`src/rtl/uart_tx_arbiter.sv`:
```
// Round-robin arbiter that shares the UART TX byte path between NUM_REQ frame producers.
// Optional stall timeout is enabled by defining TX_ARB_TIMEOUT_EN.
module uart_tx_arbiter #(
    parameter int unsigned NUM_REQ        = 4,
    parameter int unsigned FRAME_BYTES    = 18,
    parameter int unsigned LEN_BITS       = 5,
    parameter int unsigned TIMEOUT_CYCLES = 1_000_000
) (
    input  logic                            clk,
    input  logic                            reset_n,
    input  logic [NUM_REQ-1:0]              req,
    input  logic [NUM_REQ*FRAME_BYTES*8-1:0] frame_in,
    input  logic [NUM_REQ*LEN_BITS-1:0]     len_in,
    output logic [NUM_REQ-1:0]              grant,
    output logic [NUM_REQ-1:0]              done,
    output logic                            busy,
    output logic [7:0]                      tx_data,
    output logic                            tx_valid,
    input  logic                            tx_ready,
    output logic                            timeout_err
);

    localparam int unsigned IW = (NUM_REQ > 1) ? $clog2(NUM_REQ) : 1;
    localparam int unsigned FW = FRAME_BYTES * 8;
    localparam int unsigned CW = $clog2(FRAME_BYTES + 1);

    typedef enum logic [1:0] {StIdle, StLoad, StSend, StDone} state_e;

    state_e              state_q, state_d;
    logic [IW-1:0]       ptr_q, ptr_d;
    logic [IW-1:0]       winner_q, winner_d;
    logic [IW-1:0]       scan_idx, pick;
    logic                pick_found;
    logic [FW-1:0]       frame_q, frame_d;
    logic [CW-1:0]       left_q, left_d;
    logic [LEN_BITS-1:0] len_sel;
    logic                tmo_hit;

    assign len_sel = len_in[int'(winner_q)*LEN_BITS +: LEN_BITS];

    // Scan starts just past the last winner so it ranks last on the next round.
    always_comb begin
        pick_found = 1'b0;
        pick       = ptr_q;
        scan_idx   = ptr_q;
        for (int unsigned i = 1; i <= NUM_REQ; i++) begin
            scan_idx = IW'((int'(ptr_q) + i) % NUM_REQ);
            if (!pick_found && req[scan_idx]) begin
                pick_found = 1'b1;
                pick       = scan_idx;
            end
        end
    end

`ifdef TX_ARB_TIMEOUT_EN
    localparam int unsigned TW = $clog2(TIMEOUT_CYCLES + 1);

    logic [TW-1:0] tmo_q, tmo_d;
    logic          err_q, err_d;

    always_comb begin
        tmo_d   = '0;
        err_d   = err_q;
        tmo_hit = 1'b0;
        if (state_q == StSend && !tx_ready) begin
            if (tmo_q == TW'(TIMEOUT_CYCLES - 1)) begin
                tmo_hit = 1'b1;
                err_d   = 1'b1;
            end else begin
                tmo_d = tmo_q + 1'b1;
            end
        end
    end

    always_ff @(posedge clk or negedge reset_n) begin
        if (!reset_n) begin
            tmo_q <= '0;
            err_q <= 1'b0;
        end else begin
            tmo_q <= tmo_d;
            err_q <= err_d;
        end
    end

    assign timeout_err = err_q;
`else
    logic unused_timeout;
    assign unused_timeout = ^TIMEOUT_CYCLES;
    assign tmo_hit        = 1'b0;
    assign timeout_err    = 1'b0;
`endif

    always_comb begin
        state_d  = state_q;
        ptr_d    = ptr_q;
        winner_d = winner_q;
        frame_d  = frame_q;
        left_d   = left_q;
        grant    = '0;
        done     = '0;
        tx_valid = 1'b0;
        tx_data  = '0;
        busy     = (state_q != StIdle);
        unique case (state_q)
            StIdle: begin
                if (pick_found) begin
                    winner_d = pick;
                    state_d  = StLoad;
                end
            end
            StLoad: begin
                grant   = NUM_REQ'(1) << winner_q;
                frame_d = frame_in[int'(winner_q)*FW +: FW];
                if (len_sel == '0) begin
                    state_d = StDone;
                end else begin
                    left_d  = (32'(len_sel) > FRAME_BYTES) ? CW'(FRAME_BYTES) : CW'(len_sel);
                    state_d = StSend;
                end
            end
            StSend: begin
                grant    = NUM_REQ'(1) << winner_q;
                tx_valid = 1'b1;
                tx_data  = frame_q[FW-1 -: 8];
                if (tx_ready) begin
                    // Frame is a shift register: the next byte always sits at the top.
                    frame_d = frame_q << 8;
                    left_d  = left_q - 1'b1;
                    if (left_q == CW'(1)) begin
                        state_d = StDone;
                    end
                end else if (tmo_hit) begin
                    state_d = StDone;
                end
            end
            StDone: begin
                done    = NUM_REQ'(1) << winner_q;
                ptr_d   = winner_q;
                state_d = StIdle;
            end
            default: state_d = StIdle;
        endcase
    end

    always_ff @(posedge clk or negedge reset_n) begin
        if (!reset_n) begin
            state_q  <= StIdle;
            ptr_q    <= IW'(NUM_REQ - 1);
            winner_q <= '0;
            frame_q  <= '0;
            left_q   <= '0;
        end else begin
            state_q  <= state_d;
            ptr_q    <= ptr_d;
            winner_q <= winner_d;
            frame_q  <= frame_d;
            left_q   <= left_d;
        end
    end

endmodule
```
`config.mk`:
```
export PLATFORM = sky130hd
export DESIGN_NAME = uart_tx_arbiter
export DESIGN_NICKNAME = d
export VERILOG_FILES = /design/src/rtl/uart_tx_arbiter.sv
export SDC_FILE = /design/constraint.sdc
export NUM_CORES = 1
export LEC_CHECK = 0
export BUFFER_PORTS_ARGS = -buffer_cell sky130_fd_sc_hd__buf_2
export CAP_MARGIN = 20
export CORE_AREA = 5 5 241 243
export CTS_BUF_LIST = sky130_fd_sc_hd__clkbuf_8
export DETAILED_ROUTE_END_ITERATION = 10
export DIE_AREA = 0 0 246 248
export PLACE_DENSITY_LB_ADDON = 0.3
export SLEW_MARGIN = 20
export SYNTH_ARGS = -nofsm -noshare
export SYNTH_HDL_FRONTEND = slang
export SYNTH_SLANG_ARGS = --single-unit
```
`constraint.sdc`:
```
create_clock -name clk -period 2 [get_ports clk]
set_clock_uncertainty 0.05 [all_clocks]
set_input_delay 0.5 -clock clk [delete_from_list [all_inputs] [get_ports clk]]
set_output_delay 0.5 -clock clk [all_outputs]
set_load 0.05 [all_outputs]
```
* Word-level counts from Yosys, hierarchy flattened *
Cells that the tools add are included.

word-level totals
  output and inout port bits = 19
  bits of input ports = 603
  register bits = 155
  word-level logic and storage cells = 74

cells by class
  muxes and demuxes = 31
  eq/ne operators = 8
  multiply operators = 2
  add/sub/neg operators = 5
  shift-type cells = 3
  $lt $le $gt $ge = 5
  reductions and logical operators = 15

operator list
  kind                                                                          count
  576-bit by 11-bit variable part select with 144-bit output                    1
  144-bit one-hot mux with 2 select lines                                       1
  144-bit 2-to-1 mux                                                            1
  20-bit by 6-bit variable part select with 5-bit output                        1
  5-bit 2-to-1 mux                                                              3
  2-bit 2-to-1 mux                                                              7
  2-bit by 3-bit less-than comparator with 1-bit output, second input constant  4
  1-bit 2-to-1 mux                                                              10
  5-bit one-hot mux with 2 select lines                                         1
  1-bit binary-select mux with 2-bit select                                     4
  4-bit 2-to-1 mux                                                              2
  8-bit 2-to-1 mux                                                              1
  2-bit != test, second input constant                                          4
  2-bit one-hot mux with 4 select lines                                         1
  2-bit by 4-bit multiplier with 6-bit output, second input constant            1
  3-bit AND reduction                                                           2
  5-bit by 1-bit == test with 1-bit output, second input constant               1
  5-bit greater-than comparator, second input constant                          1
  5-bit logical NOT                                                             1
  2-bit by 3-bit multiplier with 5-bit output, second input constant            1
  5-bit by 1-bit subtractor with 5-bit output, second input constant            1
  2-bit by 1-bit adder with 2-bit output, second input constant                 2
  2-bit adder, second input constant                                            2
  2-bit == test, second input constant                                          2
  8 further kinds                                                               14

* Depth between registers and ports, before layout *
Gate-level depths: netlist of the first run.

  word-level depth = 15
  gate-level depth with buffers = 8

* Worst setup path after synthesis of the first run *
Ideal clock, no wire load.

  path type = flip-flop to output port
  from = register winner_q[0]
  to = output done[0]
  buffers on the path = 5
  arrival time = 2416 ps
  setup slack = -966 ps
  required time = 1450 ps
  stages on the path, launching flop included = 7
  cells stage by stage = dfrtp_1 > buf_6 > buf_2 > buf_2 > buf_2 > clkbuf_1 > nor3b_1

on the way
  word-level cells in the longest chain between the ends = 2

RTL lines
  element                                      RTL line  text
  from (decl)                                  31        logic [IW-1:0] winner_q, winner_d;
  from (signal assigned)                       155       winner_q <= winner_d;
  1-bit by 2-bit << shifter with 4-bit output  137       done = NUM_REQ'(1) << winner_q;
  4-bit 2-to-1 mux                             104       unique case (state_q)
  to (decl)                                    15        output logic [NUM_REQ-1:0] done,

No other way between the ends.

* Worst setup path in the final report of the first run *
  from = register winner_q[0]
  to = register left_q[0]

on the way
  word-level cells in the longest chain between the ends = 6
  elaborated cells between the ends (all ways) = 9
  classes of those cells = mul (1); order compare (1); eq/ne (1); shift (1); mux (3); reduce/logical (2)

RTL lines
  element                                                   RTL line  text
  2-bit by 3-bit multiplier with 5-bit output *             39        assign len_sel = len_in[int'(winner_q)*LEN_BITS +: LEN_BITS];
  20-bit by 6-bit variable part select with 5-bit output *  39
  5-bit greater-than comparator                             117       left_d = (32'(len_sel) > FRAME_BYTES) ? CW'(FRAME_BYTES) : CW'(len_sel);
  5-bit 2-to-1 mux                                          117
  5-bit 2-to-1 mux                                          114       if (len_sel == '0) begin
  5-bit one-hot mux with 2 select lines                     104
  to (signal assigned)                                      157       left_q <= left_d;
  to (decl)                                                 35        logic [CW-1:0] left_q, left_d;

Mark *: on every way between the ends. The rest lies on a longest branch, timed or not. The select of a mux whose other input is x is not followed.
A chain may end at the register's enable or synchronous reset.

==> impl_metrics.ini, run 1 <==
[die]
fp.dieH_um = 248
die_area_um2 = 61000
row_count = 87
core_um2 = 55700
initial_core_util_pct = 22.0
io_pins = 622
die_w_um = 246

[route]
drtPass1Iterations = 4
ant_nets = 0
drtIter0Drc = 565
post_drt_via_cell_ratio = 4.81
vias = 12000
route.detailed.drc = 0
wl_mm = 51.5
detail_route.wl_per_cell_um = 20.7

[clocking]
clk_pin_slew_worst_paths_ns = 0.09
cts_buffers = 17
cts_tree = yes
cts_buffer_depth = 2
cts_root_buffer = clkbuf_8
cts.sinks = 155
htreeDepth = 4
insertion_delay_ns = 0.55

[setup_path]
critPathSlowestCell = mux4_2
startpoint_type = flip-flop
critPathTopFamily = multiplexers
worst_r2r_path_depth = 5
crit_start = winner_q[0]
slowest_delay_ns = 0.55
r2r_end = left_q[0]
arrival_ns = 2.66
path_cells = buf_8 > mux4_2 > or3_4 > o2111a_1 > a211o_1
cp_data_required_time_ns = 2.38
reg2reg_slack_ns = -0.28
worst-setup-path-type = reg -> reg
crit_path_end_kind = flip-flop
cp_num_cells = 5
endpoint = left_q[0]
path_max_fanout = 9
cp_num_buf_inv = 1
r2r_start = winner_q[0]

[synth]
synth-seq-cells = 155
synthAdderAreaFrac_pct = 0.613
synth-simple-area-share_pct = 9.62
syn-cell-area_um2 = 12200
synth_xor_area_share_pct = 0
ys.flop_type = dfrtp_1
syn_avg_cell_area_um2 = 11.5
syn_nets = 1675
synth.area.mux_share_pct = 38.5
synth_edf_count = 0
yosys_warnings = 0
synth_cells = 1066
ys_async_sr_fraction_pct = 100
synth_top_family_by_area = multiplexers
seq_area_frac_synth_pct = 31.7
ys_types = 47
synth-compound-area-share_pct = 15.5

[timing]
fmax_ghz = 0.439
rsz0062_at_grt = true
finalHoldViolations = 0
worst_pin_slew_ns = 0.542
min_period_over_period_pct = 114
worst_slack_ns = -0.279
fin_hold_ws_ns = 0.244
max_slew_margin_pct = 63.8
final_max_slew_viol_count = 0
finalSetupViolCount = 61
period_minus_slack_ns = 2.28

[global_route]
grt_pass1_wl_mm = 71.2
grt_max_degree = 87
grt.total_usage_pct = 15.3
antenna_found_initial = 4
grt_overflow = 0
first_global_vias = 12100

[pwr]
irDropWorstVdd_mv = 0.582
p_leak_nw = 8.11
p_per_area_nw_per_um2 = 1530

[placed_design]
dpl.hpwl_mm = 38.7
gp_congestion = 0.919
pre_cts_ws_ns = -0.179
port_buffers = 620

[layout]
fin_util_pct = 32.9
area_growth_pct = 49.7
n_fill_cell = 5757
drive_gt1_share_pct = 58.1
nets = 2321

[hold_path]
hold_path.class = in -> reg

[run_status]
outcome = complete, but fails checks
violations = negative setup slack

[flow_run]
maxCapViolations = 0
[how the worst min path moves through the flow]
stage                 start      endpoint  slack, ns  cells past startpoint
floorplan           reset_n    frame_q[0]       0.15                      0
global route         req[2]   winner_q[1]       0.21                      3
finish               req[2]   winner_q[1]       0.24                      3
CTS                  req[2]   winner_q[1]       0.16                      3
global placement    reset_n  frame_q[120]       0.37                      1
detailed placement  reset_n  frame_q[120]       0.37                      1
[sequential cells by signal, indices dropped and copies added, names as in the netlist]
signal	count
frame_q	144
left_q	5
ptr_q	2
state_q	2
winner_q	2
[cells by family (layout without fill, tap and decap cells)]
kind of cell / count (synthesis) / after routing
AO/OA/AOI/OAI: 296 / 296
multiplexers: 284 / 284
AND/OR/NAND/NOR: 201 / 201
flip-flops: 155 / 155
buffers and inverters: 123 / 782
adder cells (fa/ha/maj): 6 / 6
other: 1 / 2
[cells in the final DEF, fill, tap and decap left out, drive strengths merged, types with 3 or more instances in the layout]
cell    netlist  layout
dfrtp       153     153
clkbuf       84      28
and3b         5       5
a21oi       137     137
inv           8      13
o22ai         7       7
a211oi      129     129
buf          31     730
nor2b       130     130
bufbuf        0       3
nand2        20      20
mux4        149     149
ha            6       6
nor3          3       3
a22o          4       4
and2          9       9
clkinv        0       3
mux2          3       3
nor2         20      20
mux2i       132     132
[power by group]
| group | switching [mW] | internal [mW] | leakage (nW) |
|---|---|---|---|
| Combinational | 9.01 | 9.83 | 6.10 |
| Clock | 1.33 | 1.20 | 0.209 |
| Sequential | 1.70 | 4.91 | 1.79 |
[worst reg2reg max path: stages (launching register included)]
cell and delay (ns):
dfrtp_4 0.45, buf_8 0.18, mux4_2 0.56, or3_4 0.44
o2111a_1 0.26, a211o_1 0.22
[cell type report]
type | count | area (um^2) | share of cell area, %
Inverter | 8 | 32.5 | 0.177
Clock buffer | 20 | 275 | 1.50
Tap cell | 756 | 946 | 5.16
Multi-Input combinational cell | 788 | 8240 | 45.0
Timing Repair Buffer | 742 | 4820 | 26.3
Clock inverter | 12 | 123 | 0.669
Antenna cell | 1 | 2.50 | 0.0137
Sequential cell | 155 | 3890 | 21.2
[metal layers]
layer	share of wire, %	global-route usage, %	up-vias
met5	0	0	-
met4	2.6	5.30	0
met3	5.2	2.90	53
met2	51	26.3	417
met1	41	19.5	5966
li1	-	-	5514
[metrics by stage]
| stage | total power, mW | setup TNS (ns) | cells | instance area (um^2) |
|---|---|---|---|---|
| 3_5_place_dp | 22.6 | -9.64 | 2404 | 16700 |
| 4_1_cts | 26.6 | -18.59 | 2460 | 17700 |
| 2_1_floorplan | 17.8 | -0.190 | 1066 | 12400 |
| 3_3_place_gp | 22.3 | -5.84 | 2404 | 16700 |
| 5_1_grt | 30.1 | -17.05 | 2482 | 18300 |
| 6_report | 28.0 | -5.97 | 2482 | 18300 |
[what timing repair did]
action                                  CTS  global route
gates resized for setup                  79            80
hold buffers                              1             0
setup buffers                            20            15
endpoints found under the hold margin    24             0
endpoints found under the setup margin  135           152
pin swaps                                10             9
gates cloned                              3             7
[cells in the mapped netlist, types with 3 or more instances]
| cell type | instances | area, um^2 |
|---|---|---|
| inv_1 | 8 | 30.0 |
| nor2_1 | 20 | 75.1 |
| a22o_1 | 4 | 35.0 |
| nor3_1 | 3 | 15.0 |
| clkbuf_1 | 84 | 315 |
| and2_1 | 9 | 56.3 |
| o22ai_1 | 7 | 43.8 |
| a211oi_1 | 129 | 968 |
| nor2b_1 | 130 | 813 |
| dfrtp_1 | 153 | 3830 |
| nand2_1 | 20 | 75.1 |
| and3b_1 | 5 | 43.8 |
| mux4_2 | 149 | 3360 |
| ha_1 | 6 | 75.1 |
| a21oi_1 | 137 | 686 |
| mux2i_1 | 132 | 1320 |
| buf_2 | 20 | 100 |
| mux2_2 | 3 | 33.8 |
| buf_1 | 9 | 33.8 |
Power figures use the tool's default switching activity.
==> run 2: changes to the inputs <==
- ABC_AREA: not set -> 1
- CORE_AREA: 5 5 241 243 -> 5 5 240 242
- DIE_AREA: 0 0 246 248 -> 0 0 245 247
==> impl_metrics.ini, run 2 <==
[die]
initial_core_util_pct = 20.9
row_count = 86
io_pins = 622
die_area_um2 = 60500
core_um2 = 54900
die_w_um = 245
fp.dieH_um = 247

[clocking]
htreeDepth = 4
cts_buffer_depth = 2
insertion_delay_ns = 0.48
cts_buffers = 17
cts_root_buffer = clkbuf_8
clk_pin_slew_worst_paths_ns = 0.11
cts_tree = yes
cts.sinks = 155

[synth]
ys_types = 36
synthTopCellsByCount = nand2_1, o21ai_0, inv_1
syn_nets = 2439
syn-cell-area_um2 = 11500
yosysTopAreaCell = dfrtp_1
synth-seq-cells = 155
seq_area_frac_synth_pct = 33.9
ys_top_cells_by_area = dfrtp_1, nand2_1, o21ai_0, inv_1, nand3_1
yosys.cell_count.top_type = nand2_1
synth_cells = 1830
synth_edf_count = 0
syn_avg_cell_area_um2 = 6.26
yosysTopAreaCellShare_pct = 33.4
yosys_warnings = 0
ys.flop_type = dfrtp_1
ys_async_sr_fraction_pct = 100

[timing]
fin_hold_ws_ns = 0.247
rsz0062_at_grt = true
finalHoldViolations = 0
finalSetupViolCount = 165
period_minus_slack_ns = 2.24
worst_slack_ns = -0.242
fmax_ghz = 0.446
min_period_over_period_pct = 112
final_max_slew_viol_count = 0

[placed_design]
port_buffers = 620
gp_congestion = 0.836
dpl.hpwl_mm = 47.9
dpl_cell_area_um2 = 16000

[layout]
top_regs = frame_q: 144 flops, left_q: 5 flops
nets = 3134
final_cell_mix = nand2_1, buf_2, inv_1, dfrtp_1, o21ai_0
fin_util_pct = 34.6
largest_reg_flops = 144
drive_gt1_share_pct = 40.2
register_area_um2 = 3880
stdcell_area_um2 = 19000
area_growth_pct = 65.7
n_fill_cell = 5943
regMostFlops = frame_q
layout_commonest_cell = nand2_1
multi_input_area_um2 = 7040

[route]
drtIter0Drc = 950
route.detailed.drc = 0
drtPass1Iterations = 5
post_drt_via_cell_ratio = 4.60
wl_mm = 66.9
detail_route.wl_per_cell_um = 20.6
vias = 14900
ant_nets = 0

[global_route]
grt.total_usage_pct = 18.8
antenna_found_initial = 7
first_global_vias = 14300
grt_overflow = 0
grt_max_degree = 60
grt_pass1_wl_mm = 86.8

[flow_run]
maxCapViolations = 0

[run_status]
violations = negative setup slack
outcome = complete, but fails checks

[setup_path]
crit_path_end_kind = flip-flop
worst-setup-path-type = reg -> reg
arrival_ns = 2.53
startpoint_type = flip-flop
cp_data_required_time_ns = 2.29
path_max_fanout = 8

[pwr]
p_per_area_nw_per_um2 = 1650
irDropWorstVdd_mv = 0.837
p_leak_nw = 9.63

[hold_path]
hold_path.class = in -> reg
==> run 2: cell count changes after synthesis, sizes merged, moves of 91 or more <==
cell	before	now
a211oi	129	3
a21oi	137	46
nor2b	130	0
nand3	2	98
o21ai	2	329
mux2i	132	0
nand2	20	728
inv	8	182
mux4	149	0
==> run 2: layout make-up <==
type | count | area share (%)
Clock buffer | 18 | 1.30
Timing Repair Buffer | 805 | 31.5
Clock inverter | 13 | 0.830
Tap cell | 704 | 4.64
Sequential cell | 155 | 20.5
Inverter | 182 | 4.14
Antenna cell | 4 | 0.0527
Multi-Input combinational cell | 1364 | 37.1
==> run 2: critical path: stages, from the launching register on <==
cell and delay, ns:
dfrtp_1 0.42, buf_6 0.13, ha_4 0.19, buf_4 0.14
buf_6 0.12, nor2_4 0.14, clkinv_4 0.14, buf_12 0.16
buf_6 0.12, nand2_8 0.11, buf_12 0.14, clkbuf_16 0.17
o21ai_1 0.06
==> run 2: final timing paths <==
| check | start | endpoint | slack (ns) | cells after the start |
|---|---|---|---|---|
| worst max-delay path | state_q[1] | frame_q[51] | -0.24 | 12 |
| worst min-delay path | frame_in[144] | frame_q[0] | 0.25 | 3 |
| worst max register to register | state_q[1] | frame_q[51] | -0.24 | 12 |
| worst min register to register | frame_q[55] | frame_q[55] | 0.44 | 2 |
| max in group asynchronous | reset_n | frame_q[93] | 0.86 | 3 |
| min in group asynchronous | reset_n | state_q[1] | 0.44 | 2 |
==> run 2: logic make-up after synthesis <==
kind of cell               count (synthesis)  share of synthesized area (%)
buffers and inverters                    313                           11.7
and+or+nand+nor                          926                           33.6
AOI/OAI and AO/OA                        428                           20.1
DFF                                      155                           33.9
other                                      1                         0.0327
adders and majority gates                  6                          0.655
xor gates and xnor gates                   1                         0.0765
==> run 2: layer usage <==
layer  vias to the layer above  global-route usage, %  part of all wire [%]
li1                       7380                      -                     -
met2                       555                   32.2                    49
met4                         4                   4.08                   1.7
met5                         -                      0                 0.031
met3                        60                   3.30                   5.7
met1                      6913                   24.8                    44
==> run 2: timing repair <==
| item | CTS | global route |
|---|---|---|
| hold buffers | 1 | 0 |
| endpoints found under the setup margin | 19 | 143 |
| endpoints found under the hold margin | 25 | 0 |
| gates cloned | 2 | 41 |
| buffers inserted | 9 | 39 |
| gates resized for setup | 102 | 381 |
| pin swaps | 14 | 28 |
==> run 2: metrics by stage <==
| step | setup TNS [ns] | total power [mW] | setup WS (ns) | instances |
|---|---|---|---|---|
| after global routing | -35.73 | 33.8 | -0.316 | 3244 |
| after global placement | -0.0479 | 21.9 | -0.0259 | 3125 |
| after floorplan | -3.16 | 14.7 | -0.376 | 1830 |
| after CTS | -4.53 | 25.7 | -0.281 | 3164 |
| final | -23.70 | 31.4 | -0.242 | 3245 |
| after detailed placement | -0.00663 | 22.0 | -0.00663 | 3125 |
==> run 2: power breakdown <==
part | internal, mW | switching (mW) | total (mW)
clock | 1.17 | 1.42 | 2.60
combinational | 9.74 | 13.7 | 23.5
sequential | 4.59 | 0.706 | 5.29
total | 15.5 | 15.9 | 31.4
